## src/rtl/pipe_reg_elastic.sv

```systemverilog
// Elastic pipeline-stage register with a valid/ready handshake.
// It holds a main entry and a one-entry skid buffer, so o_ready comes
// straight from a flop. A synchronous flush drops every held beat, and a
// saturating counter records the cycles the downstream side stalls.
module pipe_reg_elastic #(
    parameter int unsigned DATA_W = 32,
    parameter int unsigned CNT_W  = 16
) (
    input  logic              i_clk,
    input  logic              i_reset,
    input  logic              i_flush,
    input  logic              i_valid,
    output logic              o_ready,
    input  logic [DATA_W-1:0] i_data,
    output logic              o_valid,
    input  logic              i_ready,
    output logic [DATA_W-1:0] o_data,
    output logic [CNT_W-1:0]  o_stall_cnt
);

    typedef enum logic [1:0] {
        StEmpty,
        StFull,
        StSkid
    } state_e;

    localparam logic [CNT_W-1:0] CntMax = '1;

    state_e            state;
    logic              m_valid;
    logic [DATA_W-1:0] m_data;
    logic [DATA_W-1:0] s_data;
    logic              s_free;
    logic [CNT_W-1:0]  stall_cnt;

    logic in_fire;
    logic out_fire;

    // The handshakes use only registered ready/valid, so no input reaches an output.
    assign in_fire  = i_valid & s_free;
    assign out_fire = m_valid & i_ready;

    // Occupancy FSM. The data registers are cleared whenever their entry is empty.
    always_ff @(posedge i_clk) begin
        if (i_reset) begin
            state   <= StEmpty;
            m_valid <= 1'b0;
            m_data  <= '0;
            s_data  <= '0;
            s_free  <= 1'b1;
        end else if (i_flush) begin
            state   <= StEmpty;
            m_valid <= 1'b0;
            m_data  <= '0;
            s_data  <= '0;
            s_free  <= 1'b1;
        end else begin
            unique case (state)
                StEmpty: begin
                    if (in_fire) begin
                        state   <= StFull;
                        m_valid <= 1'b1;
                        m_data  <= i_data;
                    end
                end
                StFull: begin
                    if (in_fire && out_fire) begin
                        m_data <= i_data;
                    end else if (out_fire) begin
                        state   <= StEmpty;
                        m_valid <= 1'b0;
                        m_data  <= '0;
                    end else if (in_fire) begin
                        // Downstream is stalled, so park the new beat in the skid entry.
                        state  <= StSkid;
                        s_data <= i_data;
                        s_free <= 1'b0;
                    end
                end
                StSkid: begin
                    if (out_fire) begin
                        state  <= StFull;
                        m_data <= s_data;
                        s_data <= '0;
                        s_free <= 1'b1;
                    end
                end
                default: begin
                    state   <= StEmpty;
                    m_valid <= 1'b0;
                    m_data  <= '0;
                    s_data  <= '0;
                    s_free  <= 1'b1;
                end
            endcase
        end
    end

    // Count back-pressured cycles, including a flush cycle. Only reset clears it.
    always_ff @(posedge i_clk) begin
        if (i_reset) begin
            stall_cnt <= '0;
        end else if (m_valid && !i_ready && (stall_cnt != CntMax)) begin
            stall_cnt <= stall_cnt + 1'b1;
        end
    end

    assign o_valid     = m_valid;
    assign o_data      = m_data;
    assign o_ready     = s_free;
    assign o_stall_cnt = stall_cnt;

endmodule

```

## config.mk

```make
export PLATFORM = sky130hd
export DESIGN_NAME = pipe_reg_elastic
export DESIGN_NICKNAME = d
export VERILOG_FILES = /design/src/rtl/pipe_reg_elastic.sv
export SDC_FILE = /design/constraint.sdc
export NUM_CORES = 1
export LEC_CHECK = 0
export CORE_ASPECT_RATIO = 0.7
export CORE_MARGIN = 2
export CORE_UTILIZATION = 53
export CTS_CLUSTER_SIZE = 8
export DETAILED_ROUTE_END_ITERATION = 6
export GPL_ROUTABILITY_DRIVEN = 0
export PLACE_DENSITY = 0.82
export SYNTH_ARGS = -nofsm -noshare
export SYNTH_HDL_FRONTEND = slang
export SYNTH_SLANG_ARGS = --single-unit
```

## constraint.sdc

```tcl
create_clock -name i_clk -period 3.9 [get_ports i_clk]
set_input_delay 0.39 -clock i_clk [delete_from_list [all_inputs] [get_ports i_clk]]
set_output_delay 0.39 -clock i_clk [all_outputs]
set_load 0.005 [all_outputs]
```

# After elaboration in Yosys (flattened, before gate mapping)
# Index checks and enable logic that the tools add are counted.
# Widths: inputs -> output; s select.
# word_totals
wordCells,55
in_bits,37
out_inout_bits,50
regBits,84
# op_classes
n_addsub,1
n_eq_ne,11
reduce_logical,10
n_mux,23
bitwise,4
# ops
op,count
$mux 32,6
$pmux 32 s3,2
$add 16x1->16 const B,1
$ne 16x16->1 const B,1
$ne 2x2->1 const B,6
$mux 2,5
$reduce_and 4->1,2
$mux 1,7
$ne 3x3->1 const B,2
$pmux 1 s3,2
$pmux 2 s3,1
$reduce_and 5->1,1
$logic_and 1x1->1,3
$reduce_and 3->1,1
$and 1x1->1,2
$eq 2x1->1 const B,1
$eq 2x2->1 const B,1
$logic_not 2->1,1
$not 1->1,2
$reduce_or 2->1,1
$logic_not 1->1,1

# Longest topological paths before layout
# Gate-level depths: netlist of the first run.
# logic_depth
ltp_word,5
ltp_mapped,6
ltp_nobuf,5

# Least setup slack after synthesis of the first run
# No wires, ideal clock.
# synth_timing
path_type,input-to-reg
startpoint,in i_ready
endpoint,reg stall_cnt[13] (netlist: o_stall_cnt[13])
path_slack_ns,2.230
path_buffers,1
t_arrival_ns,1.549
cell_stages,5
t_required_ns,3.779
cell_sequence,buf_6 and4b_1 nand3_2 nor4b_1 mux2_2
# synth_between
elab_chain_len,3
# synth_rtl
element,line_no,source
start: declaration,16,"input logic i_ready,"
$logic_not 1->1,103,end else if (m_valid && !i_ready && (stall_cnt != CntMax)) begin
$logic_and 1x1->1 (2 in a row),103,
end signal: assignment,104,stall_cnt <= stall_cnt + 1'b1;
end: declaration,34,logic [CNT_W-1:0] stall_cnt;
# Every way passes these cells.
# A chain may end at the register's enable or synchronous reset.

# Worst setup path in the final report of the first run
# layout_timing
startpoint,reg state[0]
endpoint,reg m_data[26] (netlist: o_data[26])
# layout_between
elab_chain_len,3
# layout_rtl
element,line_no,source
start: declaration,29,state_e state;
start signal: assignment,46,state <= StEmpty;
start signal: assignment,52,state <= StEmpty;
start signal: assignment,61,state <= StFull;
"$eq 2x1->1, or another cell as far along",58,unique case (state)
$ne 3x3->1 (no line) / $ne 2x2->1 (equally long branches),n/a,
$reduce_and 3->1 (no line),n/a,
end signal: assignment,63,m_data <= i_data;
end signal: assignment,68,m_data <= i_data;
end signal: assignment,83,m_data <= s_data;
end: declaration,31,logic [DATA_W-1:0] m_data;
# Several ways; a longest one is shown, not always the timed one.

==> results of run 1 <==
-- layer usage --
layer / part of all wire / vias to the layer above / wire length (µm)
li1: - / 1647 / -
met1: 0.45 / 1694 / 4440
met2: 0.45 / 195 / 4382
met3: 0.092 / 10 / 898
met4: 0.0080 / 0 / 78
met5: 0 / - / 0
-- critical path, delay by kind of cell, from the launching register on --
family | cells | cell delay [ps]
simple gates | 1 | 160
xor+xnor | 1 | 200
flops | 1 | 1000
compound gates | 2 | 1220
-- per-stage QoR --
stage | setup slack (ps) | cells | util
floorplan | 2230 | 393 | -
global placement | 1203 | 526 | 0.6921
detailed placement | 1132 | 526 | 0.6921
CTS | 1319 | 542 | 0.7252
global route | 1110 | 542 | 0.7252
finish | 1239 | 542 | 0.7252
-- where the power goes --
group,switching (mW),internal [mW]
combinational,0.101,0.0856
sequential,0.0156,0.873
clock,0.336,0.319
total,0.453,1.28
-- how the worst max path moves through the flow --
stage | to | cells past startpoint
detailed placement | o_data[27] | 5
CTS | o_data[29] | 4
global placement | o_data[28] | 5
finish | o_data[26] | 4
floorplan | o_stall_cnt[13] | 5
global route | o_data[25] | 4
-- cell type report --
class | instances | area share
sequential | 84 | 0.3677
multi-input combinational | 268 | 0.3639
timing repair buffer | 92 | 0.1981
clock buffer | 10 | 0.03010
tap | 78 | 0.02134
clock inverter | 6 | 0.01560
inverter | 4 | 0.003283
-- cell usage in the layout, fill, tap and decap left out, types with 6 or more instances in the layout --
cell and count:
nor2_1 41, nand2_1 12, a21oi_1 44, nand4_1 37, buf_4 6, o21ai_0 37
dfxtp_1 84, clkdlybuf4s50_1 86, clkbuf_8 10, nand3_1 10, a222oi_1 32
-- kinds of logic (layout without fill, tap and decap cells) --
family                   after synthesis  after routing  share of synthesized area
flip-flops                            84             84                     0.4802
AO/OA/AOI/OAI                        129            129                     0.2408
adder cells (fa/ha/maj)                1              1                   0.003572
buffers and inverters                 41            112                    0.04966
XOR/XNOR                               1              1                   0.002501
AND/OR/NAND/NOR                      133            133                     0.2097
multiplexers                           4              4                    0.01357
-- state kept, by name, summed over array words and instances, names as in the netlist --
register	flops
o_data	32
state	2
o_ready	1
s_data	32
o_stall_cnt	16
o_valid	1
==> run_summary.xml, run 1 <==
<?xml version="1.0" encoding="UTF-8"?>
<metrics>
  <group name="finish">
    <metric name="n_fill_cell" unit="">477</metric>
    <metric name="seqCellArea" unit="µm²">1682</metric>
    <metric name="post_route_cells_drive_above_1_share" unit="">0.08405</metric>
    <metric name="nNetsFinal" unit="">497</metric>
    <metric name="syn2layout_area_growth" unit="%">30.58</metric>
    <metric name="final_design_area_no_fill" unit="µm²">4573</metric>
    <metric name="area_occupied_by_multi_input_gates" unit="µm²">1664</metric>
    <metric name="num_antenna_cells" unit="">0</metric>
  </group>
  <group name="setup_path">
    <metric name="regToRegEndpoint" unit="">o_data[26]</metric>
    <metric name="ff2ff_path_depth" unit="">4</metric>
    <metric name="setup.reg_to_reg.worst_slack" unit="ps">1240</metric>
    <metric name="critPathMaxStageDelay" unit="ps">1000</metric>
    <metric name="worst_setup_path_startpoint" unit="">state[0]</metric>
    <metric name="start_kind" unit="">flop</metric>
    <metric name="crit_path_max_fanout" unit="">32</metric>
    <metric name="worstPathCellList" unit="">xor2_1 -&gt; a22o_1 -&gt; a222oi_1 -&gt; nor2_1</metric>
    <metric name="crit_required" unit="ps">4190</metric>
    <metric name="setup.worst_path.class" unit="">reg -&gt; reg</metric>
    <metric name="critical_path.slowest_cell" unit="">dfxtp_1</metric>
    <metric name="critPathArrivalTime" unit="ps">2950</metric>
    <metric name="r2r_start" unit="">state[0]</metric>
    <metric name="crit_path_end_kind" unit="">flop</metric>
  </group>
  <group name="die">
    <metric name="floorplan.die.width" unit="µm">101.2</metric>
    <metric name="die_area" unit="µm²">7284</metric>
    <metric name="floorplan.die.height" unit="µm">72.01</metric>
    <metric name="fp-row-count" unit="">24</metric>
    <metric name="io_pins" unit="">87</metric>
    <metric name="coreArea" unit="µm²">6306</metric>
    <metric name="floorplan.initialDensity" unit="">0.5554</metric>
  </group>
  <group name="global_route">
    <metric name="met1_track_utilization_from_global_routing" unit="">0.3813</metric>
    <metric name="grtUsageTotal" unit="">0.2665</metric>
    <metric name="grt_overflow" unit="">0</metric>
    <metric name="grt_start_max_net_pins" unit="">44</metric>
    <metric name="antenna_found_initial" unit="">0</metric>
    <metric name="wire_length_of_the_first_global_routing_pass" unit="mm">15.64</metric>
    <metric name="grt-busiest-layer" unit="">met2</metric>
    <metric name="met2_usage" unit="">0.3951</metric>
    <metric name="fraction_of_met3_tracks_used_by_global_routing" unit="">0.07707</metric>
    <metric name="first_global_vias" unit="">3238</metric>
  </group>
  <group name="synthesis">
    <metric name="synthMostInstantiatedCell" unit="">dfxtp_1</metric>
    <metric name="syn_avg_cell_area" unit="µm²">8.911</metric>
    <metric name="cells_taking_the_most_area_after_synthesis" unit="">dfxtp_1 48%, a222oi_1 9.1%, a21oi_1 6.9%</metric>
    <metric name="synth_seq_area_share" unit="">0.4802</metric>
    <metric name="synth-edff-count" unit="">0</metric>
    <metric name="synth.ff_latch_count" unit="">84</metric>
    <metric name="mappedNetlistNets" unit="">431</metric>
    <metric name="synth_area_leader_cell" unit="">dfxtp_1</metric>
    <metric name="synth.cells.most_frequent" unit="">84 x dfxtp_1, 48 x a21oi_1, 42 x nor2_1</metric>
    <metric name="summed_instance_area_of_the_synthesized_netlist" unit="µm²">3502</metric>
    <metric name="synthCells" unit="">393</metric>
    <metric name="ys.warnings.count" unit="">0</metric>
    <metric name="synth.lib_cells_used.distinct" unit="">45</metric>
    <metric name="synth-async-reset-ratio" unit="">0</metric>
    <metric name="synth_largest_type_area_fraction" unit="">0.4802</metric>
    <metric name="ys_dominant_reg_cell" unit="">dfxtp_1</metric>
  </group>
  <group name="outcome">
    <metric name="outcome" unit="">finished, violations left</metric>
    <metric name="violations" unit="">DRC</metric>
  </group>
  <group name="cts">
    <metric name="cts_root_buf" unit="">clkbuf_8</metric>
    <metric name="tritoncts_clock_tree" unit="">yes</metric>
    <metric name="cts-hold-fix-buffers" unit="">0</metric>
    <metric name="clock_latency" unit="ps">360</metric>
    <metric name="tritoncts_num_sinks" unit="">84</metric>
    <metric name="tritoncts.num_buffers" unit="">9</metric>
    <metric name="htree_num_levels" unit="">3</metric>
    <metric name="ctsResizeCount" unit="">0</metric>
    <metric name="setup_repair_bufs_after_cts" unit="">0</metric>
    <metric name="clock_path_buffers" unit="">2</metric>
    <metric name="clkTransAtPathRegs" unit="ps">90</metric>
  </group>
  <group name="drt">
    <metric name="drc" unit="">2</metric>
    <metric name="average_wire_per_cell_in_the_routed_design" unit="µm">18.08</metric>
    <metric name="via_per_inst" unit="">6.542</metric>
    <metric name="first_iter_violations" unit="">542</metric>
    <metric name="pre_antenna_drt_iters" unit="">7</metric>
    <metric name="wl" unit="mm">9.799</metric>
    <metric name="ant_nets" unit="">0</metric>
    <metric name="routed-via-count" unit="">3546</metric>
  </group>
  <group name="sta">
    <metric name="final.setup_skew" unit="ps">10.96</metric>
    <metric name="worst_slew_margin_rel" unit="">0.1404</metric>
    <metric name="final_max_slew_viol_count" unit="">0</metric>
    <metric name="fin_crit" unit="ps">2661</metric>
    <metric name="tns" unit="ps">0</metric>
    <metric name="fmaxAchievable" unit="MHz">375.8</metric>
    <metric name="max_slew.worst_pin.slew" unit="ps">1289</metric>
    <metric name="min_period_over_period" unit="">0.6823</metric>
    <metric name="timing.hold.ws" unit="ps">486.3</metric>
    <metric name="rsz_0062_raised_after_global_routing" unit="">no</metric>
    <metric name="setup-violations-final" unit="">0</metric>
    <metric name="final_hold_viol_count" unit="">0</metric>
  </group>
  <group name="worst_hold_path">
    <metric name="whs_endpoint" unit="">s_data[16]</metric>
    <metric name="hold_path_depth" unit="">2</metric>
    <metric name="hold_class" unit="">reg -&gt; reg</metric>
    <metric name="launch_instance_of_the_worst_min_delay_path" unit="">s_data[16]</metric>
  </group>
  <group name="pwr">
    <metric name="power.density" unit="nW/µm²">378.3</metric>
    <metric name="worst_ir_drop_vdd" unit="V">0.0002231</metric>
    <metric name="final_total_power" unit="mW">1.730</metric>
    <metric name="power.leakage" unit="nW">1.500</metric>
  </group>
  <group name="flow_run">
    <metric name="cap_viol_max_count" unit="">0</metric>
  </group>
  <group name="place">
    <metric name="placement.cell_area" unit="µm²">4364</metric>
    <metric name="hpwlAfterDp" unit="mm">6.182</metric>
    <metric name="placement.io_buffers" unit="">86</metric>
  </group>
</metrics>
Note: power is estimated with default switching activity, not from simulation.
==> run 2: changes to the inputs <==
- CORE_UTILIZATION: 53 -> 44
- PLACE_DENSITY: 0.82 -> 0.72
- clock period: 3.9 -> 2.4 ns (I/O delays scaled with it)
==> run 2 against run 1 <==
The run now ends clean. Sequential share of layout area fell by 1.3 points. Critical endpoint is now o_stall_cnt[15]. Largest power group unchanged. Largest cell class unchanged. Via count fell by 1.0%. Highest routed layer unchanged. Non-clock buffer count rose by 6. Critical path depth rose by 1.
==> run_summary.xml, run 2 (synthesis gave the netlist of run 1 again) <==
<?xml version="1.0" encoding="UTF-8"?>
<metrics>
  <group name="outcome">
    <metric name="outcome" unit="">complete, no violations</metric>
  </group>
  <group name="die">
    <metric name="coreArea" unit="µm²">7804</metric>
    <metric name="floorplan.initialDensity" unit="">0.4488</metric>
    <metric name="io_pins" unit="">87</metric>
    <metric name="fp-row-count" unit="">27</metric>
    <metric name="floorplan.die.width" unit="µm">110.6</metric>
    <metric name="die_area" unit="µm²">8700</metric>
    <metric name="floorplan.die.height" unit="µm">78.64</metric>
  </group>
  <group name="place">
    <metric name="hpwlAfterDp" unit="mm">6.055</metric>
    <metric name="placement.io_buffers" unit="">86</metric>
    <metric name="placement.cell_area" unit="µm²">4438</metric>
  </group>
  <group name="cts">
    <metric name="clkTransAtPathRegs" unit="ps">60</metric>
    <metric name="tritoncts.num_buffers" unit="">9</metric>
    <metric name="tritoncts_clock_tree" unit="">yes</metric>
    <metric name="cts_root_buf" unit="">clkbuf_16</metric>
    <metric name="htree_num_levels" unit="">3</metric>
    <metric name="cts-hold-fix-buffers" unit="">0</metric>
    <metric name="tritoncts_num_sinks" unit="">84</metric>
    <metric name="setup_repair_bufs_after_cts" unit="">0</metric>
    <metric name="clock_latency" unit="ps">330</metric>
    <metric name="ctsResizeCount" unit="">0</metric>
    <metric name="clock_path_buffers" unit="">2</metric>
  </group>
  <group name="setup_path">
    <metric name="critPathArrivalTime" unit="ps">2000</metric>
    <metric name="start_kind" unit="">flop</metric>
    <metric name="crit_path_max_fanout" unit="">5</metric>
    <metric name="crit_required" unit="ps">2620</metric>
    <metric name="setup.worst_path.class" unit="">reg -&gt; reg</metric>
    <metric name="crit_path_end_kind" unit="">flop</metric>
  </group>
  <group name="finish">
    <metric name="num_antenna_cells" unit="">0</metric>
    <metric name="nNetsFinal" unit="">503</metric>
    <metric name="post_route_cells_drive_above_1_share" unit="">0.09574</metric>
    <metric name="syn2layout_area_growth" unit="%">35.30</metric>
    <metric name="layout.cells.most_common_list" unit="">86 x clkdlybuf4s50_1, 84 x dfxtp_1, 44 x a21oi_1, 41 x nor2_1</metric>
    <metric name="final_design_area_no_fill" unit="µm²">4738</metric>
    <metric name="final_common_cell" unit="">clkdlybuf4s50_1</metric>
  </group>
  <group name="pwr">
    <metric name="worst_ir_drop_vdd" unit="V">0.0004102</metric>
    <metric name="power.leakage" unit="nW">1.574</metric>
    <metric name="power.density" unit="nW/µm²">662.3</metric>
  </group>
  <group name="worst_hold_path">
    <metric name="hold_class" unit="">reg -&gt; reg</metric>
  </group>
  <group name="sta">
    <metric name="fin_crit" unit="ps">1784</metric>
    <metric name="final_max_slew_viol_count" unit="">0</metric>
    <metric name="rsz_0062_raised_after_global_routing" unit="">no</metric>
    <metric name="worst_slew_margin_rel" unit="">0.1931</metric>
    <metric name="final_hold_viol_count" unit="">0</metric>
    <metric name="fmaxAchievable" unit="MHz">560.5</metric>
    <metric name="setup-violations-final" unit="">0</metric>
    <metric name="tns" unit="ps">0</metric>
    <metric name="final.setup_skew" unit="ps">7.645</metric>
    <metric name="min_period_over_period" unit="">0.7433</metric>
    <metric name="max_slew.worst_pin.slew" unit="ps">1210</metric>
  </group>
  <group name="global_route">
    <metric name="grt_start_max_net_pins" unit="">66</metric>
    <metric name="grt_overflow" unit="">0</metric>
    <metric name="first_global_vias" unit="">3259</metric>
    <metric name="wire_length_of_the_first_global_routing_pass" unit="mm">15.96</metric>
    <metric name="antenna_found_initial" unit="">0</metric>
    <metric name="grtUsageTotal" unit="">0.2210</metric>
  </group>
  <group name="drt">
    <metric name="routed-via-count" unit="">3510</metric>
    <metric name="ant_nets" unit="">0</metric>
    <metric name="drc" unit="">0</metric>
    <metric name="first_iter_violations" unit="">475</metric>
    <metric name="wl" unit="mm">9.821</metric>
    <metric name="via_per_inst" unit="">6.147</metric>
    <metric name="average_wire_per_cell_in_the_routed_design" unit="µm">17.20</metric>
    <metric name="pre_antenna_drt_iters" unit="">7</metric>
  </group>
  <group name="flow_run">
    <metric name="cap_viol_max_count" unit="">0</metric>
  </group>
</metrics>
## run 2: layout make-up
cell class | count | area (µm²)
Timing Repair Buffer | 98 | 950.9
Tap cell | 101 | 126.4
Clock inverter | 7 | 75.07
Clock buffer | 9 | 225.2
Multi-Input combinational cell | 268 | 1664
Sequential cell | 84 | 1682
Inverter | 4 | 15.01
Fill cell | 682 | 3065
## run 2: where the power goes
| part | total (mW) | switching, mW | internal [mW] |
|---|---|---|---|
| clock network | 1.38 | 0.567 | 0.813 |
| logic | 0.321 | 0.175 | 0.146 |
| registers | 1.44 | 0.0171 | 1.42 |
| total | 3.14 | 0.760 | 2.38 |
## run 2: final timing paths
check / from / endpoint / slack [ps] / cells after the start
worst max-delay path: o_stall_cnt[0] / o_stall_cnt[15] / 620 / 5
worst min-delay path: s_data[29] / s_data[29] / 480 / 2
worst max register to register: o_stall_cnt[0] / o_stall_cnt[15] / 620 / 5
worst min register to register: s_data[29] / s_data[29] / 480 / 2
## run 2: per-stage QoR
| stage | total power [mW] | std cells | hold slack [ps] | utilization | worst slack (ps) |
|---|---|---|---|---|---|
| CTS | 3.157 | 571 | 476.1 | 0.6072 | 640.1 |
| global placement | 1.780 | 555 | 456.3 | 0.5687 | 393.3 |
| floorplan | 1.624 | 393 | 355.4 | - | 780.8 |
| detailed placement | 1.785 | 555 | 467.9 | 0.5687 | 350.7 |
| finish | 3.138 | 571 | 478.4 | 0.6072 | 616.0 |
| global route | 3.257 | 571 | 498.0 | 0.6072 | 509.6 |
## run 2: critical path, stage by stage (launching register included)
cell     delay [ps]
dfxtp_1         380
ha_1            260
nand4_1         210
nor3_1          410
nor4_1          130
mux2_2          290
## run 2: layer usage
metal,wire (µm),up-vias,global-route usage
met5,0,-,0
met4,52,0,0.06000
met1,4515,1659,0.3132
li1,-,1669,-
met2,4382,178,0.3393
met3,871,4,0.05174
==> run 3: changes to the inputs <==
- clock period: 2.4 -> 1.6 ns (I/O delays scaled with it)
==> run 3 against run 2 <==
Power up 51%. Global-route usage rose by 2.2 points. Register-to-register slack worse by 620 ps. Largest power group unchanged. Worst hold slack got worse by 25 ps. Count of clock-buffer cells in the layout rose by 1. Cell area increased by 12%. The run now ends with DRC left. Critical path type unchanged. Core utilization increased by 7.3 points. Clock skew is essentially flat. Clock power up 47%. Non-clock buffer count up 51. Wire length up 9.0%.
==> run_summary.xml, run 3 (synthesis gave the netlist of run 1 again) <==
<?xml version="1.0" encoding="UTF-8"?>
<metrics>
  <group name="sta">
    <metric name="final_max_slew_viol_count" unit="">0</metric>
    <metric name="fin_crit" unit="ps">1600</metric>
    <metric name="max_slew.worst_pin.slew" unit="ps">350.7</metric>
    <metric name="worst_slew_margin_rel" unit="">0.7631</metric>
    <metric name="setup-violations-final" unit="">0</metric>
    <metric name="min_period_over_period" unit="">1.000</metric>
    <metric name="rsz_0062_raised_after_global_routing" unit="">yes</metric>
    <metric name="final_hold_viol_count" unit="">0</metric>
    <metric name="fmaxAchievable" unit="MHz">625.0</metric>
    <metric name="tns" unit="ps">0</metric>
    <metric name="final.setup_skew" unit="ps">7.730</metric>
  </group>
  <group name="finish">
    <metric name="layout.cells.most_common_list" unit="">86 x clkdlybuf4s50_1, 72 x dfxtp_1, 54 x buf_4, 41 x nor2_1, 39 x a21oi_1</metric>
    <metric name="seqCellArea" unit="µm²">1697</metric>
    <metric name="nNetsFinal" unit="">554</metric>
    <metric name="n_fill_cell" unit="">644</metric>
    <metric name="area_occupied_by_multi_input_gates" unit="µm²">1767</metric>
    <metric name="num_antenna_cells" unit="">0</metric>
    <metric name="layout.cells.non_filler" unit="">622</metric>
    <metric name="syn2layout_area_growth" unit="%">51.63</metric>
    <metric name="post_route_cells_drive_above_1_share" unit="">0.2418</metric>
    <metric name="final_common_cell" unit="">clkdlybuf4s50_1</metric>
  </group>
  <group name="die">
    <metric name="floorplan.die.height" unit="µm">78.64</metric>
    <metric name="io_pins" unit="">87</metric>
    <metric name="die_area" unit="µm²">8700</metric>
    <metric name="fp-row-count" unit="">27</metric>
    <metric name="floorplan.die.width" unit="µm">110.6</metric>
    <metric name="coreArea" unit="µm²">7804</metric>
    <metric name="floorplan.initialDensity" unit="">0.4488</metric>
  </group>
  <group name="setup_path">
    <metric name="start_kind" unit="">flop</metric>
    <metric name="crit_path_max_fanout" unit="">4</metric>
    <metric name="critPathArrivalTime" unit="ps">1820</metric>
    <metric name="crit_required" unit="ps">1820</metric>
    <metric name="critical_path.slowest_cell" unit="">dfxtp_2</metric>
    <metric name="worstPathCellList" unit="">ha_4 -&gt; nand4_1 -&gt; buf_4 -&gt; nor4_4 -&gt; nor3_2 -&gt; mux2_4</metric>
    <metric name="crit_path_end_kind" unit="">flop</metric>
    <metric name="critPathMaxStageDelay" unit="ps">360</metric>
    <metric name="setup.worst_path.class" unit="">reg -&gt; reg</metric>
  </group>
  <group name="pwr">
    <metric name="power.density" unit="nW/µm²">893.1</metric>
    <metric name="worst_ir_drop_vdd" unit="V">0.0004710</metric>
    <metric name="power.leakage" unit="nW">1.868</metric>
  </group>
  <group name="cts">
    <metric name="clock_latency" unit="ps">340</metric>
    <metric name="cts_root_buf" unit="">clkbuf_16</metric>
    <metric name="clkTransAtPathRegs" unit="ps">70</metric>
    <metric name="tritoncts_clock_tree" unit="">yes</metric>
    <metric name="tritoncts_num_sinks" unit="">84</metric>
    <metric name="clock_path_buffers" unit="">2</metric>
    <metric name="tritoncts.num_buffers" unit="">9</metric>
    <metric name="htree_num_levels" unit="">3</metric>
    <metric name="cts-hold-fix-buffers" unit="">0</metric>
  </group>
  <group name="drt">
    <metric name="drc" unit="">4</metric>
    <metric name="wl" unit="mm">10.70</metric>
    <metric name="routed-via-count" unit="">3788</metric>
    <metric name="average_wire_per_cell_in_the_routed_design" unit="µm">17.20</metric>
    <metric name="pre_antenna_drt_iters" unit="">7</metric>
    <metric name="first_iter_violations" unit="">375</metric>
    <metric name="ant_nets" unit="">0</metric>
    <metric name="via_per_inst" unit="">6.090</metric>
  </group>
  <group name="global_route">
    <metric name="grt_start_max_net_pins" unit="">66</metric>
    <metric name="grt_overflow" unit="">0</metric>
    <metric name="grtUsageTotal" unit="">0.2432</metric>
    <metric name="antenna_found_initial" unit="">0</metric>
    <metric name="wire_length_of_the_first_global_routing_pass" unit="mm">17.51</metric>
    <metric name="first_global_vias" unit="">3616</metric>
  </group>
  <group name="place">
    <metric name="place_inst" unit="">602</metric>
    <metric name="hpwlAfterDp" unit="mm">7.006</metric>
    <metric name="placement.io_buffers" unit="">86</metric>
  </group>
  <group name="flow_run">
    <metric name="cap_viol_max_count" unit="">0</metric>
  </group>
  <group name="outcome">
    <metric name="violations" unit="">DRC</metric>
    <metric name="outcome" unit="">finished, violations left</metric>
  </group>
  <group name="worst_hold_path">
    <metric name="hold_class" unit="">in -&gt; reg</metric>
  </group>
</metrics>
## run 3: area by class of cell
type / instances / share of cell area
inverters: 4 / 0.002828
flip-flops and latches: 84 / 0.3195
multi-input cells: 268 / 0.3327
clock buffers: 10 / 0.04500
repair buffers: 149 / 0.2658
clock inverters: 6 / 0.01037
well taps: 101 / 0.02380
## run 3: final timing paths
check            startpoint             end  slack, ps  cells after the start
min               i_data[5]       s_data[5]        450                      3
max reg2reg  o_stall_cnt[1]  o_stall_cnt[0]       0.02                      6
max          o_stall_cnt[1]  o_stall_cnt[0]       0.02                      6
min reg2reg      s_data[27]      s_data[27]        480                      2
## run 3: timing repair
item / CTS / global route
pin swaps: 10 / 11
gates resized for setup: 11 / 33
endpoints found under the setup margin: 10 / 48
setup buffers: 4 / 0
## run 3: through the flow
stage,util,total power [mW],cell area [µm²],hold WS [ps],setup slack [ps]
finish,0.6805,4.743,5310,453.0,0.02098
global route,0.6805,4.896,5310,451.9,-93.93
global placement,0.6227,2.734,4860,455.7,-226.5
CTS,0.6678,4.761,5211,439.8,-83.98
detailed placement,0.6227,2.745,4860,465.0,-255.1
floorplan,-,2.436,3508,275.4,20.92
## run 3: worst max-delay path, delay by kind of cell (launching register included)
family | cells | cell delay (ps)
fa+ha+maj | 1 | 150
buf+inv | 1 | 170
flops | 1 | 360
mux | 1 | 310
simple gates | 3 | 500
## run 3: per-layer routing
layer / global-route usage / up-vias / wire length (µm)
met1: 0.3081 / 1821 / 4618
met5: 0 / - / 0
li1: - / 1761 / -
met4: 0.08625 / 0 / 177
met3: 0.07104 / 25 / 867
met2: 0.3988 / 181 / 5037
## run 3: report_power, final
group | total (mW) | internal, mW | switching [mW]
registers | 2.16 | 2.13 | 0.0255
logic | 0.562 | 0.284 | 0.278
clock network | 2.03 | 1.12 | 0.901
total | 4.74 | 3.54 | 1.20
